==> config.mk <==
export PLATFORM = sky130hd
export DESIGN_NAME = pivota_order_engine
export DESIGN_NICKNAME = d
export VERILOG_FILES = /design/src/rtl/pivota_order_engine.sv
export SDC_FILE = /design/constraint.sdc
export NUM_CORES = 1
export LEC_CHECK = 0
export BUFFER_PORTS_ARGS = -buffer_cell sky130_fd_sc_hd__buf_2
export CELL_PAD_IN_SITES_DETAIL_PLACEMENT = 2
export CELL_PAD_IN_SITES_GLOBAL_PLACEMENT = 2
export CORE_MARGIN = 2
export CORE_UTILIZATION = 46
export CTS_BUF_LIST = sky130_fd_sc_hd__clkbuf_8
export CTS_CLUSTER_SIZE = 28
export DETAILED_ROUTE_END_ITERATION = 8
export PLACE_DENSITY = 0.95
export SYNTH_ARGS = -nofsm -noshare
export SYNTH_HDL_FRONTEND = slang
export SYNTH_SLANG_ARGS = --single-unit
==> constraint.sdc <==
create_clock -name clk -period 5.65 [get_ports clk]
set_clock_uncertainty 0.15 [all_clocks]
set_input_delay 0.8475 -clock clk [delete_from_list [all_inputs] [get_ports clk]]
set_output_delay 0.8475 -clock clk [all_outputs]
set_load 0.05 [all_outputs]
==> src/rtl/pivota_order_engine.sv <==
// pivota_order_engine
// Accepts one strategy command per handshake, evaluates its comparison on the
// latched operands, and pushes the command's order {side, qty} the requested
// number of times into a show-ahead order FIFO that drains to a valid/ready
// consumer. Keeps wrap-around counts of issued orders and skipped commands.
//
// Build option: define PIVOTA_SIGNED_CMP_EN to compare cmd_a/cmd_b as
// two's-complement signed values for the a>b and a<b conditions. Without it
// the comparison is unsigned. Equality is the same in both builds.

module pivota_order_engine #(
   parameter int DATA_W = 32,
   parameter int QTY_W  = 16,
   parameter int REPS_W = 8,
   parameter int DEPTH  = 16,
   parameter int CNT_W  = 16
) (
   input  logic                     clk,
   input  logic                     rst,
   input  logic                     cmd_valid,
   output logic                     cmd_ready,
   input  logic [1:0]               cmd_side,
   input  logic [1:0]               cmd_cond,
   input  logic [DATA_W-1:0]        cmd_a,
   input  logic [DATA_W-1:0]        cmd_b,
   input  logic [QTY_W-1:0]         cmd_qty,
   input  logic [REPS_W-1:0]        cmd_reps,
   output logic                     ord_valid,
   input  logic                     ord_ready,
   output logic [1:0]               ord_side,
   output logic [QTY_W-1:0]         ord_qty,
   output logic [$clog2(DEPTH):0]   fifo_count,
   output logic [CNT_W-1:0]         issued_cnt,
   output logic [CNT_W-1:0]         skipped_cnt
);

   localparam int PTR_W  = $clog2(DEPTH);
   localparam int FCNT_W = PTR_W + 1;
   localparam logic [FCNT_W-1:0] DEPTH_C = FCNT_W'(DEPTH);

   typedef enum logic [1:0] {
      ST_IDLE = 2'd0,
      ST_EVAL = 2'd1,
      ST_EMIT = 2'd2
   } state_t;

   // Condition evaluation; only the ordering compares change with the build option.
   function automatic logic cond_holds(input logic [1:0]        cond,
                                       input logic [DATA_W-1:0] a,
                                       input logic [DATA_W-1:0] b);
      logic res;
      res = 1'b0;
      case (cond)
         2'd0: res = 1'b1;
`ifdef PIVOTA_SIGNED_CMP_EN
         2'd1: res = ($signed(a) > $signed(b));
         2'd2: res = ($signed(a) < $signed(b));
`else
         2'd1: res = (a > b);
         2'd2: res = (a < b);
`endif
         2'd3: res = (a == b);
         default: res = 1'b0;
      endcase
      return res;
   endfunction

   // Control state
   state_t               state_r;
   state_t               state_next_s;
   logic                 cmd_ready_r;

   // Latched command
   logic [1:0]           side_r;
   logic [1:0]           cond_r;
   logic [DATA_W-1:0]    a_r;
   logic [DATA_W-1:0]    b_r;
   logic [QTY_W-1:0]     qty_r;
   logic [REPS_W-1:0]    reps_r;
   logic [REPS_W-1:0]    remaining_r;

   // FIFO
   logic [1:0]           side_mem_r [DEPTH];
   logic [QTY_W-1:0]     qty_mem_r  [DEPTH];
   logic [PTR_W-1:0]     wr_ptr_r;
   logic [PTR_W-1:0]     rd_ptr_r;
   logic [FCNT_W-1:0]    count_r;
   logic [FCNT_W-1:0]    count_next_s;
   logic                 ord_valid_r;

   // Statistics
   logic [CNT_W-1:0]     issued_cnt_r;
   logic [CNT_W-1:0]     skipped_cnt_r;

   // Handshake / control decode
   logic                 accept_s;
   logic                 eval_skip_s;
   logic                 eval_load_s;
   logic                 pop_s;
   logic                 push_allowed_s;
   logic                 push_s;

   assign cmd_ready   = cmd_ready_r;
   assign ord_valid   = ord_valid_r;
   assign fifo_count  = count_r;
   assign issued_cnt  = issued_cnt_r;
   assign skipped_cnt = skipped_cnt_r;

   // Head of FIFO is read straight from storage (show-ahead).
   assign ord_side = side_mem_r[rd_ptr_r];
   assign ord_qty  = qty_mem_r[rd_ptr_r];

   // Pop/push qualification; a full FIFO still takes a push when it pops the same cycle.
   always_comb begin
      pop_s          = ord_valid_r & ord_ready;
      push_allowed_s = (count_r != DEPTH_C) | pop_s;
      eval_skip_s    = (~cond_holds(cond_r, a_r, b_r))
                       | (reps_r == {REPS_W{1'b0}})
                       | (side_r == 2'd0)
                       | (side_r == 2'd3);
   end

   // Next-state and per-state strobes for the IDLE/EVAL/EMIT sequencer.
   always_comb begin
      state_next_s = state_r;
      accept_s     = 1'b0;
      eval_load_s  = 1'b0;
      push_s       = 1'b0;
      case (state_r)
         ST_IDLE: begin
            if (cmd_valid && cmd_ready_r) begin
               accept_s     = 1'b1;
               state_next_s = ST_EVAL;
            end else begin
               state_next_s = ST_IDLE;
            end
         end
         ST_EVAL: begin
            if (eval_skip_s) begin
               state_next_s = ST_IDLE;
            end else begin
               eval_load_s  = 1'b1;
               state_next_s = ST_EMIT;
            end
         end
         ST_EMIT: begin
            if (push_allowed_s) begin
               push_s = 1'b1;
               if (remaining_r == REPS_W'(1)) begin
                  state_next_s = ST_IDLE;
               end else begin
                  state_next_s = ST_EMIT;
               end
            end else begin
               state_next_s = ST_EMIT;
            end
         end
         default: begin
            state_next_s = ST_IDLE;
         end
      endcase
   end

   // FIFO occupancy after this cycle's push/pop.
   always_comb begin
      count_next_s = count_r;
      case ({push_s, pop_s})
         2'b10:   count_next_s = count_r + FCNT_W'(1);
         2'b01:   count_next_s = count_r - FCNT_W'(1);
         default: count_next_s = count_r;
      endcase
   end

   // State register; cmd_ready is registered from the next state so it tracks IDLE exactly.
   always_ff @(posedge clk) begin
      if (rst) begin
         state_r     <= ST_IDLE;
         cmd_ready_r <= 1'b1;
      end else begin
         state_r     <= state_next_s;
         cmd_ready_r <= (state_next_s == ST_IDLE);
      end
   end

   // Command latch and remaining-repeat counter.
   always_ff @(posedge clk) begin
      if (rst) begin
         side_r      <= 2'd0;
         cond_r      <= 2'd0;
         a_r         <= {DATA_W{1'b0}};
         b_r         <= {DATA_W{1'b0}};
         qty_r       <= {QTY_W{1'b0}};
         reps_r      <= {REPS_W{1'b0}};
         remaining_r <= {REPS_W{1'b0}};
      end else begin
         if (accept_s) begin
            side_r <= cmd_side;
            cond_r <= cmd_cond;
            a_r    <= cmd_a;
            b_r    <= cmd_b;
            qty_r  <= cmd_qty;
            reps_r <= cmd_reps;
         end
         if (eval_load_s) begin
            remaining_r <= reps_r;
         end else if (push_s) begin
            remaining_r <= remaining_r - REPS_W'(1);
         end
      end
   end

   // FIFO storage and pointers; pointers wrap naturally because DEPTH is a power of two.
   always_ff @(posedge clk) begin
      if (rst) begin
         for (int i = 0; i < DEPTH; i++) begin
            side_mem_r[i] <= 2'd0;
            qty_mem_r[i]  <= {QTY_W{1'b0}};
         end
         wr_ptr_r    <= {PTR_W{1'b0}};
         rd_ptr_r    <= {PTR_W{1'b0}};
         count_r     <= {FCNT_W{1'b0}};
         ord_valid_r <= 1'b0;
      end else begin
         if (push_s) begin
            side_mem_r[wr_ptr_r] <= side_r;
            qty_mem_r[wr_ptr_r]  <= qty_r;
            wr_ptr_r             <= wr_ptr_r + PTR_W'(1);
         end
         if (pop_s) begin
            rd_ptr_r <= rd_ptr_r + PTR_W'(1);
         end
         count_r     <= count_next_s;
         ord_valid_r <= (count_next_s != {FCNT_W{1'b0}});
      end
   end

   // Issued/skipped statistics, free-running with wrap-around.
   always_ff @(posedge clk) begin
      if (rst) begin
         issued_cnt_r  <= {CNT_W{1'b0}};
         skipped_cnt_r <= {CNT_W{1'b0}};
      end else begin
         if (push_s) begin
            issued_cnt_r <= issued_cnt_r + CNT_W'(1);
         end
         if ((state_r == ST_EVAL) && eval_skip_s) begin
            skipped_cnt_r <= skipped_cnt_r + CNT_W'(1);
         end
      end
   end

endmodule

[Word-level counts from Yosys, hierarchy flattened]
Memory sizes are Yosys's and may differ from the RTL's. A register that Yosys moved wholly into a read port is not among the register bits.
Index checks and enable logic that the tools add are counted.
Cells by class
  add/sub/neg operators: 7
  multipliers: 0
  divide/modulo/power cells: 0
  $lt $le $gt $ge: 2
  equality and inequality tests: 11
  shifts and indexed selects: 0
  multiplexer cells: 30
  bitwise operators: 6
  reduce and logical (&&, ||, !) cells: 11
Operator list (number)
  $add 16x1->16 const B: 2
  $eq 32x32->1: 1
  $gt 32x32->1: 1
  $lt 32x32->1: 1
  $mux 4: 6
  $mux 16: 1
  $mux 8: 2
  $reduce_or 16->1: 1
  $mux 1: 14
  $eq 2x2->1 const B: 5
  $pmux 5 s2: 1
  $add 4x1->4 const B: 2
  $eq 8x1->1 const B: 1
  $logic_not 2->1: 4
  $logic_not 8->1: 1
  $mux 2: 4
  $sub 8x1->8 const B: 1
  $eq 2x1->1 const B: 3
  $pmux 2 s3: 1
  $add 5x1->5 const B: 1
  $ne 5x5->1 const B: 1
  $reduce_bool 5->1: 1
  $sub 5x1->5 const B: 1
  $or 1x1->1: 4
  6 further kinds: 7
Storage, ports and cells
  register bits after elaboration: 149
  bits in latches: 0
  RAM bits: 288
  memory bits (read-only): 0
  output and inout port bits: 57
  memories kept: 2
Memory list
  qty_mem_r: words 16, bits a word 16, read ports 1, clocked after memory_dff 1, wr ports 16, RTL line 84  | logic [QTY_W-1:0] qty_mem_r [DEPTH];
  side_mem_r: words 16, bits a word 2, read ports 1, clocked after memory_dff 1, wr ports 16, RTL line 83  | logic [1:0] side_mem_r [DEPTH];

[Logic depth before layout (Yosys ltp)]
Gate-level depths: netlist of the first run.
  depth in word-level cells: 9
  gate-level depth with buffers: 13

[Least setup slack after synthesis of the first run]
OpenSTA, ideal clock, no wires.
  path type: input-to-reg
  start point: input ord_ready
  end point: memory qty_mem_r[0][0], enable pin
  library setup time: 418 ps
  data arrival time: 3165 ps
  required time: 5082 ps
  slack: 1917 ps
  cell stages on the path: 6
  path through: nand2_1 -> a41oi_1 -> inv_1 -> or3_1 -> clkbuf_1 -> o21ai_0
RTL lines
  from (decl): RTL line 29  | input logic ord_ready,
  to (decl): RTL line 84

==> results.md, run 1 <==
- Synth-to-layout area growth: 13.93%
- Area of the die: 0.04496 sq mm
- Unrepaired setup endpoints after global routing: false
- Vias in the first global route: 16910
- CTS-repair resized insts: 0
- Slew at the pin closest to its max-slew limit: 1.506 ns
- Number of buffers added by the clock tree synthesis step: 76
- Number of antenna violations at the first check in global routing: 7
- Cell at the root of the clock tree: sky130_fd_sc_hd__clkbuf_8
- Overall track demand over capacity in global routing: 36.86%
- Routed wire length: 81390 microns
- Final worst path period share: 78.94%
- Power density over cell area: 332.5 mW/mm^2
- Post-route DRC violation count: 0
- Required @ worst endpoint: 4.65 ns
- Clock latency on the worst-skew pair: 0.66 ns
- Mean instance size in the synthesized netlist: 12.18 sq um
- Clock period minus worst slack: 4.460 ns
- Filler cell count in the final layout: 4085
- Setup slack after placement: 1.217 ns
- Summed area of non-filler cells in the final layout: 0.02268 sq mm
- Endpoint class of the critical path: output port
- Number of detailed-route iterations in the first pass: 5
- Number of hold-slack violations in the final timing report: 0
- Total number of clock tree sinks: 441
- Number of levels in the clock H-tree: 3
- Post-synthesis async set-or-reset flop share: 0%
- Grt total ovfl: 0
- Tightest slew margin relative to the limit: -0.5498%
- Synth Instances: 1635
- Crit Path Max Fanout: 40
- Crit start category: flop
- Effective utilization at floorplan: 46.42%
- Core Box Area: 0.04289 sq mm
- Vias: 15100
- Fraction of final layout cells sized beyond drive strength 1: 21.98%
- Post-synthesis sequential element count: 441
- Number of buffers inserted by post-CTS setup repair: 0
- Residual antenna-violating net count after detailed routing: 0
- Pin count of the biggest net entering global routing: 100
- Arrival time at the worst endpoint: 3.46 ns
- Worst hold path startpoint: cmd_b[6]
- Number of enable-type register cells in the synthesized netlist: 288
- Placed cell area: 0.02127 sq mm
- Number of standard-cell rows in the floorplan: 76
- Global-route wire length before repair: 118300 microns
- Leading area contributor after synthesis: sky130_fd_sc_hd__edfxtp_1
- Clock-pin slew of the registers on the worst-case setup and hold paths: 0.06 ns
- Iter 0 DRT Violations: 1422
- Path type of the worst min-delay path: input port to flop
- Netlist Area Pre-Place: 0.01991 sq mm
- Area of the multi-input gates: 0.007679 sq mm
- Leading post-synthesis cells by instance count: sky130_fd_sc_hd__and2_1, sky130_fd_sc_hd__edfxtp_1, sky130_fd_sc_hd__nand2_1
- Io pins: 153
- Average wire per standard cell: 33.48 microns
- Crit Path Class: flop to output port
- Net count after synthesis: 1777
- Share of the core filled with cells in the final layout: 52.89%
- Global placement routability congestion: 0.7939
- Total of hold buffers inserted after clock tree synthesis: 0
- Setup TNS: 0 ns
- Number of different library cells in the post-synthesis netlist: 57
- Fmax achieved: 224.2 MHz
- Share of synthesized area occupied by flip-flops and latches: 58.83%
- Startpoint of the worst-slack reg-to-reg timing path: b_r[14]
- Dominant cells by area after synthesis: sky130_fd_sc_hd__edfxtp_1, sky130_fd_sc_hd__dfxtp_1, sky130_fd_sc_hd__mux4_2, sky130_fd_sc_hd__and2_1, sky130_fd_sc_hd__nand2_1
- Final critical-path setup slack: 1.190 ns
- Maxcap violations: 1
- Run status: complete, but fails checks
- Count of endpoints failing setup in the final report: 0
- Failing checks: capacitance limit, slew limit
- Leak Pwr: 8.594 nW
- Area share of the largest cell type after synthesis: 43.44%
- Chip Height: 212.0 microns
- Top flip-flop cell by instance count after synthesis: sky130_fd_sc_hd__edfxtp_1
- Worst IR drop on VDD: 0.0002610 V
- Clock tree from TritonCTS: yes
- Nets: 1930
- Via density: 6.213
- HPWL after detailed placement: 46660 microns
- Number of synthesis warnings: 0
- CTS max path bufs: 3
- Area used by sequential logic in the layout: 0.01172 sq mm
- Port Buf Inserts: 152
- Final Max Slew Viols: 19
- Overall die width: 212.0 microns
-- state kept, by name, summed over array words and instances, names as in the netlist, 4 cells and up, named ones only --
register,count
rd_ptr_r,4
remaining_r,8
qty_mem_r,256
reps_r,8
b_r,32
qty_r,16
a_r,32
issued_cnt,16
wr_ptr_r,4
side_mem_r,32
fifo_count,5
skipped_cnt,16
-- cells by family after synthesis --
family                     after synthesis  synth area share [%]
adders and majority gates               46                 2.929
buffers and inverters                  151                 2.878
and+or+nand+nor                        686                 18.04
AOI/OAI and AO/OA                      182                 5.286
xor gates and xnor gates                27                 1.188
DFF                                    441                 58.83
muxes                                  102                 10.85
-- power breakdown --
part	switching, mW	total, mW	internal, mW
registers	0.180	3.75	3.57
clock network	1.48	2.90	1.42
logic	0.590	0.887	0.297
total	2.25	7.54	5.29
-- final cells by class --
| class | instances | area share [%] |
|---|---|---|
| Antenna cell | 3 | 0.03310 |
| Inverter | 47 | 0.7778 |
| Clock buffer | 89 | 5.401 |
| Clock inverter | 44 | 0.7834 |
| Sequential cell | 441 | 51.66 |
| Tap cell | 585 | 3.227 |
| Multi-Input combinational cell | 1043 | 33.86 |
| Timing Repair Buffer | 179 | 4.259 |
-- per-stage QoR --
step           instances  power (mW)  hold WS [ns]
2_1_floorplan       1635       4.271        0.2863
3_3_place_gp        2295       4.506        0.2953
3_5_place_dp        2295       4.616        0.3015
6_report            2431       7.542        0.2836
5_1_grt             2428       7.742        0.2859
4_1_cts             2428       7.534        0.2578
-- critical path, cell delays in order, from the launching register on --
cell                      delay, ns
sky130_fd_sc_hd__dfxtp_4       0.92
sky130_fd_sc_hd__buf_4         0.46
sky130_fd_sc_hd__mux4_2        0.63
sky130_fd_sc_hd__mux4_2        0.55
sky130_fd_sc_hd__buf_2         0.24
-- cells in the final DEF, fill, tap and decap left out, types with 8 or more instances in the layout --
cell type	synthesis	layout
sky130_fd_sc_hd__and2_1	288	288
sky130_fd_sc_hd__edfxtp_1	288	288
sky130_fd_sc_hd__or3_1	9	9
sky130_fd_sc_hd__nand3_1	22	21
sky130_fd_sc_hd__xor2_1	18	18
sky130_fd_sc_hd__nand4_1	20	20
sky130_fd_sc_hd__nor2b_1	16	16
sky130_fd_sc_hd__clkbuf_8	0	89
sky130_fd_sc_hd__buf_2	4	151
sky130_fd_sc_hd__nand2_1	219	219
sky130_fd_sc_hd__mux4_2	90	90
sky130_fd_sc_hd__nor2_2	0	12
sky130_fd_sc_hd__buf_4	0	28
sky130_fd_sc_hd__clkinv_1	1	14
sky130_fd_sc_hd__o21ai_0	27	11
sky130_fd_sc_hd__dfxtp_1	153	150
sky130_fd_sc_hd__nor2_1	65	53
sky130_fd_sc_hd__inv_1	46	71
sky130_fd_sc_hd__xnor2_1	9	9
sky130_fd_sc_hd__nor3_1	9	9
sky130_fd_sc_hd__o21ai_1	1	16
sky130_fd_sc_hd__mux2_2	8	8
sky130_fd_sc_hd__a21oi_1	119	119
sky130_fd_sc_hd__ha_1	45	45
sky130_fd_sc_hd__nor4_1	9	9
-- layer usage --
layer  share of wire (%)  track usage [%]  vias to the layer above  routed length, microns
met3                 7.6            7.681                      267                    6171
met1                  36            42.92                     7865                   29560
met5               0.053                0                        -                      43
met2                  51            63.83                      839                   41110
met4                 5.5            20.08                        6                    4511
li1                    -                -                     6126                       -
-- final timing paths --
kind,end,slack [ns],depth (start not counted)
max,ord_qty[12],1.19,4
min,b_r[6],0.28,3
max reg2reg,cmd_ready,1.74,8
min reg2reg,b_r[2],0.31,2
Power figures use the tool's default switching activity.
==> run 2: changes to the inputs <==
- ABC_AREA: not set -> 1
- CORE_UTILIZATION: 46 -> 36
- PLACE_DENSITY: 0.95 -> 0.88
- clock period: 5.65 -> 3.6 ns (I/O delays scaled with it)
==> results.md, run 2 <==
- Run status: completed
- Core Box Area: 0.05499 sq mm
- Grt total ovfl: 0
- Leading area contributor after synthesis: sky130_fd_sc_hd__edfxtp_1
- Worst path buffer plus inverter count: 2
- Net count after synthesis: 2213
- Number of detailed-route iterations in the first pass: 5
- Routed wire length: 79910 microns
- Vias: 17000
- Residual antenna-violating net count after detailed routing: 0
- Slew at the pin closest to its max-slew limit: 0.9393 ns
- Top reg by flops: qty_mem_r
- Final Max Slew Viols: 0
- Final worst path period share: 97.36%
- Effective utilization at floorplan: 36.35%
- Power density over cell area: 581.5 mW/mm^2
- Setup TNS: 0 ns
- Max stage delay cell, worst path: sky130_fd_sc_hd__inv_2
- Io pins: 153
- Clock period minus worst slack: 3.505 ns
- Endpoint class of the critical path: output port
- Count of endpoints failing setup in the final report: 0
- Post-synthesis sequential element count: 441
- Post-route DRC violation count: 0
- Via density: 5.481
- Global placement routability congestion: 0.8361
- Largest delay contributor family on the critical path: compound AO/OA/AOI/OAI gates
- Average wire per standard cell: 25.77 microns
- Setup slack after placement: 0.3974 ns
- Crit Path Max Fanout: 32
- Number of buffers added by the clock tree synthesis step: 76
- Overall track demand over capacity in global routing: 27.36%
- Number of hold-slack violations in the final timing report: 0
- Fmax achieved: 285.3 MHz
- Number of antenna violations at the first check in global routing: 12
- CTS max path bufs: 3
- Crit start category: flop
- Netlist Area Pre-Place: 0.01999 sq mm
- Area share of the largest cell type after synthesis: 43.26%
- Nets: 2423
- Maxcap violations: 0
- Leading cell types in the layout, fill and taps excluded: sky130_fd_sc_hd__nor2_1, sky130_fd_sc_hd__edfxtp_1, sky130_fd_sc_hd__o21ai_0
- Cell at the root of the clock tree: sky130_fd_sc_hd__clkbuf_8
- Global-route wire length before repair: 117100 microns
- HPWL after detailed placement: 46900 microns
- Clock latency on the worst-skew pair: 0.69 ns
- Synth Instances: 2071
- Clock-pin slew of the registers on the worst-case setup and hold paths: 0.06 ns
- Mean instance size in the synthesized netlist: 9.652 sq um
- Total number of clock tree sinks: 441
- Tightest slew margin relative to the limit: 37.38%
- Number of different library cells in the post-synthesis netlist: 44
- Leak Pwr: 9.012 nW
- Library cell with the highest instance count after synthesis: sky130_fd_sc_hd__nor2_1
- Iter 0 DRT Violations: 1171
- Port Buf Inserts: 152
- Leading post-synthesis cells by instance count: sky130_fd_sc_hd__nor2_1, sky130_fd_sc_hd__edfxtp_1, sky130_fd_sc_hd__o21ai_0
- Top flip-flop cell by instance count after synthesis: sky130_fd_sc_hd__edfxtp_1
- Critical-path cell list: inv_2 > o21ai_0 > o211ai_1 > nand2_1 > buf_2
- Most common cell after layout, fill and taps aside: sky130_fd_sc_hd__nor2_1
- Number of levels in the clock H-tree: 3
- Post-synthesis async set-or-reset flop share: 0%
- Pin count of the biggest net entering global routing: 99
- Synth-to-layout area growth: 18.36%
- Largest register FFs: 256
- Clock tree from TritonCTS: yes
- Area of the die: 0.05743 sq mm
- Number of enable-type register cells in the synthesized netlist: 288
- Worst IR drop on VDD: 0.0003801 V
- Fraction of final layout cells sized beyond drive strength 1: 15.51%
- Chip Height: 239.6 microns
- Number of synthesis warnings: 0
- Number of standard-cell rows in the floorplan: 86
- Final critical-path setup slack: 0.09493 ns
- Vias in the first global route: 19020
- Filler cell count in the final layout: 5872
- Required @ worst endpoint: 2.91 ns
- Overall die width: 239.6 microns
- Tightest hold margin: 0.01725 ns
- Unrepaired setup endpoints after global routing: false
- Crit Path Class: flop to output port
- Arrival time at the worst endpoint: 2.82 ns
- Dominant cells by area after synthesis: sky130_fd_sc_hd__edfxtp_1, sky130_fd_sc_hd__dfxtp_1, sky130_fd_sc_hd__nor2_1, sky130_fd_sc_hd__o21ai_0, sky130_fd_sc_hd__a21oi_1
- Path type of the worst min-delay path: input port to flop
- Worst stage delay on the critical path: 0.57 ns
- Share of synthesized area occupied by flip-flops and latches: 58.59%
[run 2: cell types whose count changed in the layout (fill, tap and decap cells not counted), sizes merged, moves of 50 or more]
cell,before,now
a21oi,120,179
mux4,90,0
and2,288,0
o21ai,30,209
o211ai,2,72
mux2i,2,72
nor2,65,422
nand2,219,169
inv,71,206
[run 2: timing repair]
item,CTS,global route
setup endpoints to repair,0,0
buffers inserted,0,0
gates resized for setup,0,0
endpoints found under the hold margin,46,0
hold buffers,46,0
[run 2: path summary, 6_finish.rpt]
kind | cells after the start | slack, ns | startpoint | to
setup / recovery | 5 | 0.09 | flop | ord_qty[9]
hold / removal | 3 | 0.02 | cmd_a[24] | a_r[24]
setup reg to reg | 11 | 0.55 | fifo_count[0] | qty_mem_r[3][15]
hold reg to reg | 2 | 0.32 | b_r[5] | b_r[5]
[run 2: cell type report]
type	instances	area [sq um]	share of cell area, %
tap	748	935.9	3.956
timing repair buffer	261	1757	7.425
clock inverter	54	345.3	1.460
multi-input combinational	1304	6988	29.54
sequential	441	11720	49.53
clock buffer	83	1142	4.828
inverter	197	740.7	3.131
antenna	13	32.53	0.1375
[run 2: per-stage QoR]
step	power (mW)	instances	area [sq um]	util (%)
2_1_floorplan	7.855	2071	19990	-
3_3_place_gp	8.692	2905	21680	39.43
3_5_place_dp	8.880	2905	21680	39.43
4_1_cts	13.63	3088	23630	42.97
5_1_grt	14.28	3097	23650	43.01
6_report	13.76	3101	23660	43.03
[run 2: cell families (layout without fill, tap and decap cells)]
kind of cell               after synthesis  count (layout)  synth area share [%]
AOI/OAI and AO/OA                      468             468                 12.99
xor gates and xnor gates                23              23                 1.008
adders and majority gates               46              46                 2.917
buffers and inverters                  326             595                 6.453
DFF                                    441             441                 58.59
muxes                                   72              72                 3.605
other                                    0              13                     0
and+or+nand+nor                        695             695                 14.44
[run 2: power breakdown]
| group | total (mW) | internal (mW) | switching, mW |
|---|---|---|---|
| logic | 3.14 | 0.886 | 2.26 |
| registers | 5.86 | 5.67 | 0.190 |
| clock network | 4.75 | 2.42 | 2.33 |
| total | 13.8 | 8.98 | 4.78 |
[run 2: routing by layer]
layer	wire (microns)	up-vias	global-route usage, %
met5	0	-	0
met4	3571	0	13.81
met3	4295	224	4.898
met2	41910	619	50.03
met1	30140	8661	30.31
li1	-	7493	-
[run 2: worst min-delay path: stages]
cell	delay, ns
sky130_fd_sc_hd__buf_2	0.08
sky130_fd_sc_hd__o21ai_0	0.09
sky130_fd_sc_hd__nor2_1	0.09
==> run 3: changes to the inputs <==
- CORE_UTILIZATION: 36 -> 40
- PLACE_DENSITY: 0.88 -> 0.92
- clock period: 3.6 -> 3.8 ns (I/O delays scaled with it)
==> results.md, run 3 (synthesis results as in run 2) <==
- Iter 0 DRT Violations: 1239
- Routed wire length: 81290 microns
- Busiest metal layer after global routing: met2
- Instance count along the most critical hold path: 3
- CTS-repair resized insts: 0
- Via density: 5.712
- Average wire per standard cell: 27.48 microns
- Placed cell area: 0.02142 sq mm
- Post-route DRC violation count: 0
- Overall die width: 227.5 microns
- Number of antenna violations at the first check in global routing: 5
- Worst stage delay on the critical path: 0.42 ns
- Vias: 16900
- Number of hold-slack violations in the final timing report: 0
- Fmax achieved: 279.5 MHz
- HPWL after detailed placement: 47280 microns
- Startpoint of the worst-slack reg-to-reg timing path: fifo_count[3]
- Global placement routability congestion: 0.8184
- Nets: 2366
- Synth-to-layout area growth: 15.09%
- Io pins: 153
- Final Max Slew Viols: 0
- Internal power component: 8.434 mW
- Effective utilization at floorplan: 40.67%
- Worst path buffer plus inverter count: 1
- Net Sw Power: 4.551 mW
- Worst hold path startpoint: cmd_a[19]
- Clock period minus worst slack: 3.578 ns
- CTS max path bufs: 3
- Top reg by flops: qty_mem_r
- Pin count of the biggest net entering global routing: 150
- Slew at the pin closest to its max-slew limit: 1.059 ns
- Sw frac: 35.05%
- Most common cell after layout, fill and taps aside: sky130_fd_sc_hd__nor2_1
- Tightest slew margin relative to the limit: 29.20%
- Arrival time at the worst endpoint: 3.97 ns
- Residual antenna-violating net count after detailed routing: 0
- Leading cell types in the layout, fill and taps excluded: sky130_fd_sc_hd__nor2_1, sky130_fd_sc_hd__edfxtp_1, sky130_fd_sc_hd__o21ai_0
- Overall Power: 12.98 mW
- Largest register FFs: 256
- # placed instances: 2801
- Crit Path Max Fanout: 9
- Part of the power in the clock network: 34.3%
- FF-to-FF setup slack: 0.22 ns
- Crit Path Class: flop to flop
- Final worst path period share: 94.15%
- Global routing usage on met1: 31.81%
- Path depth of the worst reg2reg path: 13
- Cell at the root of the clock tree: sky130_fd_sc_hd__clkbuf_8
- Tightest hold margin: 0.02856 ns
- Critical-path cell list: nor3_1 > nand4_1 > nand2_1 > buf_4 > ha_1 > ha_1 > nand2_1 > nor2_1 > a211oi_1 > o21ai_0 > a21oi_1 > xor2_1 > a31oi_1
- Run status: completed
- Clock latency on the worst-skew pair: 0.69 ns
- Clock tree from TritonCTS: yes
- Sequential power share: 43.1%
- Port Buf Inserts: 152
- Maxcap violations: 0
- Number of non-filler instances in the completed layout: 2958
- Endpoint class of the critical path: flop
- Number of detailed-route iterations in the first pass: 8
- Summed area of non-filler cells in the final layout: 0.02300 sq mm
- Grt total ovfl: 0
- Path type of the worst min-delay path: input port to flop
- Max stage delay cell, worst path: sky130_fd_sc_hd__a211oi_1
- Met3 Track Usage GR: 4.711%
- Number of levels in the clock H-tree: 3
- Overall track demand over capacity in global routing: 30.29%
- Power density over cell area: 564.4 mW/mm^2
- Crit. path cell count: 13
- Setup TNS: 0 ns
- Count of endpoints failing setup in the final report: 0
- Worst IR drop on VDD: 0.0003417 V
- Crit start category: flop
- Unrepaired setup endpoints after global routing: false
- Clock-pin slew of the registers on the worst-case setup and hold paths: 0.07 ns
- Setup slack after placement: 0.6052 ns
- Vias in the first global route: 19170
- Area of the die: 0.05178 sq mm
- Chip Height: 227.5 microns
- Fraction of final layout cells sized beyond drive strength 1: 15.00%
- Leak Pwr: 8.793 nW
- Final critical-path setup slack: 0.2225 ns
- Number of standard-cell rows in the floorplan: 81
- Core Box Area: 0.04915 sq mm
- Global-route wire length before repair: 116200 microns
- Number of buffers added by the clock tree synthesis step: 79
- Total number of clock tree sinks: 441
- Worst hold path endpoint: a_r[19]
- Met2 usage in global routing: 57.54%
- Combinational Power Share: 22.6%
- Share of the core filled with cells in the final layout: 46.80%
- Destination of the worst register-to-register timing path: ord_valid
- Largest delay contributor family on the critical path: compound AO/OA/AOI/OAI gates
- Required @ worst endpoint: 4.19 ns
-- run 3: power by group through the flow --
stage / Clock (mW) / Combinational [mW] / Sequential [mW]
after global routing: 4.71 / 3.12 / 5.61
after detailed placement: 0 / 2.70 / 5.68
after floorplan: 0 / 1.80 / 5.65
after global placement: 0 / 2.49 / 5.63
final: 4.46 / 2.93 / 5.59
after CTS: 4.47 / 2.83 / 5.60
-- run 3: worst max-delay path by stage --
stage | from | to
final | fifo_count[3] | ord_valid
after global routing | fifo_count[4] | ord_valid
after CTS | flop | ord_qty[13]
after detailed placement | ord_ready | ord_valid
after global placement | ord_ready | ord_valid
after floorplan | fifo_count[4] | ord_valid
-- run 3: what timing repair did --
action                                 in CTS  in global routing
endpoints found under the hold margin       5                  0
buffers inserted                            0                  1
setup endpoints to repair                   0                  2
hold buffers                                5                  0
-- run 3: area by class of cell --
| type | count | area, sq um |
|---|---|---|
| diodes | 7 | 17.52 |
| clock buffers | 88 | 1211 |
| clock inverters | 56 | 282.8 |
| fillers | 5181 | 26150 |
| inverters | 197 | 740.7 |
| multi-input cells | 1304 | 6988 |
| flip-flops and latches | 441 | 11720 |
| well taps | 664 | 830.8 |
| repair buffers | 201 | 1216 |
-- run 3: worst register-to-register path, cell delays in order (launching register included) --
cell and delay (ns):
sky130_fd_sc_hd__dfxtp_1 0.36, sky130_fd_sc_hd__nor3_1 0.35, sky130_fd_sc_hd__nand4_1 0.24, sky130_fd_sc_hd__nand2_1 0.14, sky130_fd_sc_hd__buf_4 0.18, sky130_fd_sc_hd__ha_1 0.28, sky130_fd_sc_hd__ha_1 0.33, sky130_fd_sc_hd__nand2_1 0.10
sky130_fd_sc_hd__nor2_1 0.06, sky130_fd_sc_hd__a211oi_1 0.42, sky130_fd_sc_hd__o21ai_0 0.25, sky130_fd_sc_hd__a21oi_1 0.22, sky130_fd_sc_hd__xor2_1 0.25, sky130_fd_sc_hd__a31oi_1 0.13
-- run 3: layer usage --
| layer | vias to the layer above | share of wire [%] |
|---|---|---|
| li1 | 7367 | - |
| met1 | 8656 | 36 |
| met2 | 620 | 55 |
| met3 | 248 | 4.4 |
| met4 | 4 | 5.0 |
| met5 | - | 0.033 |
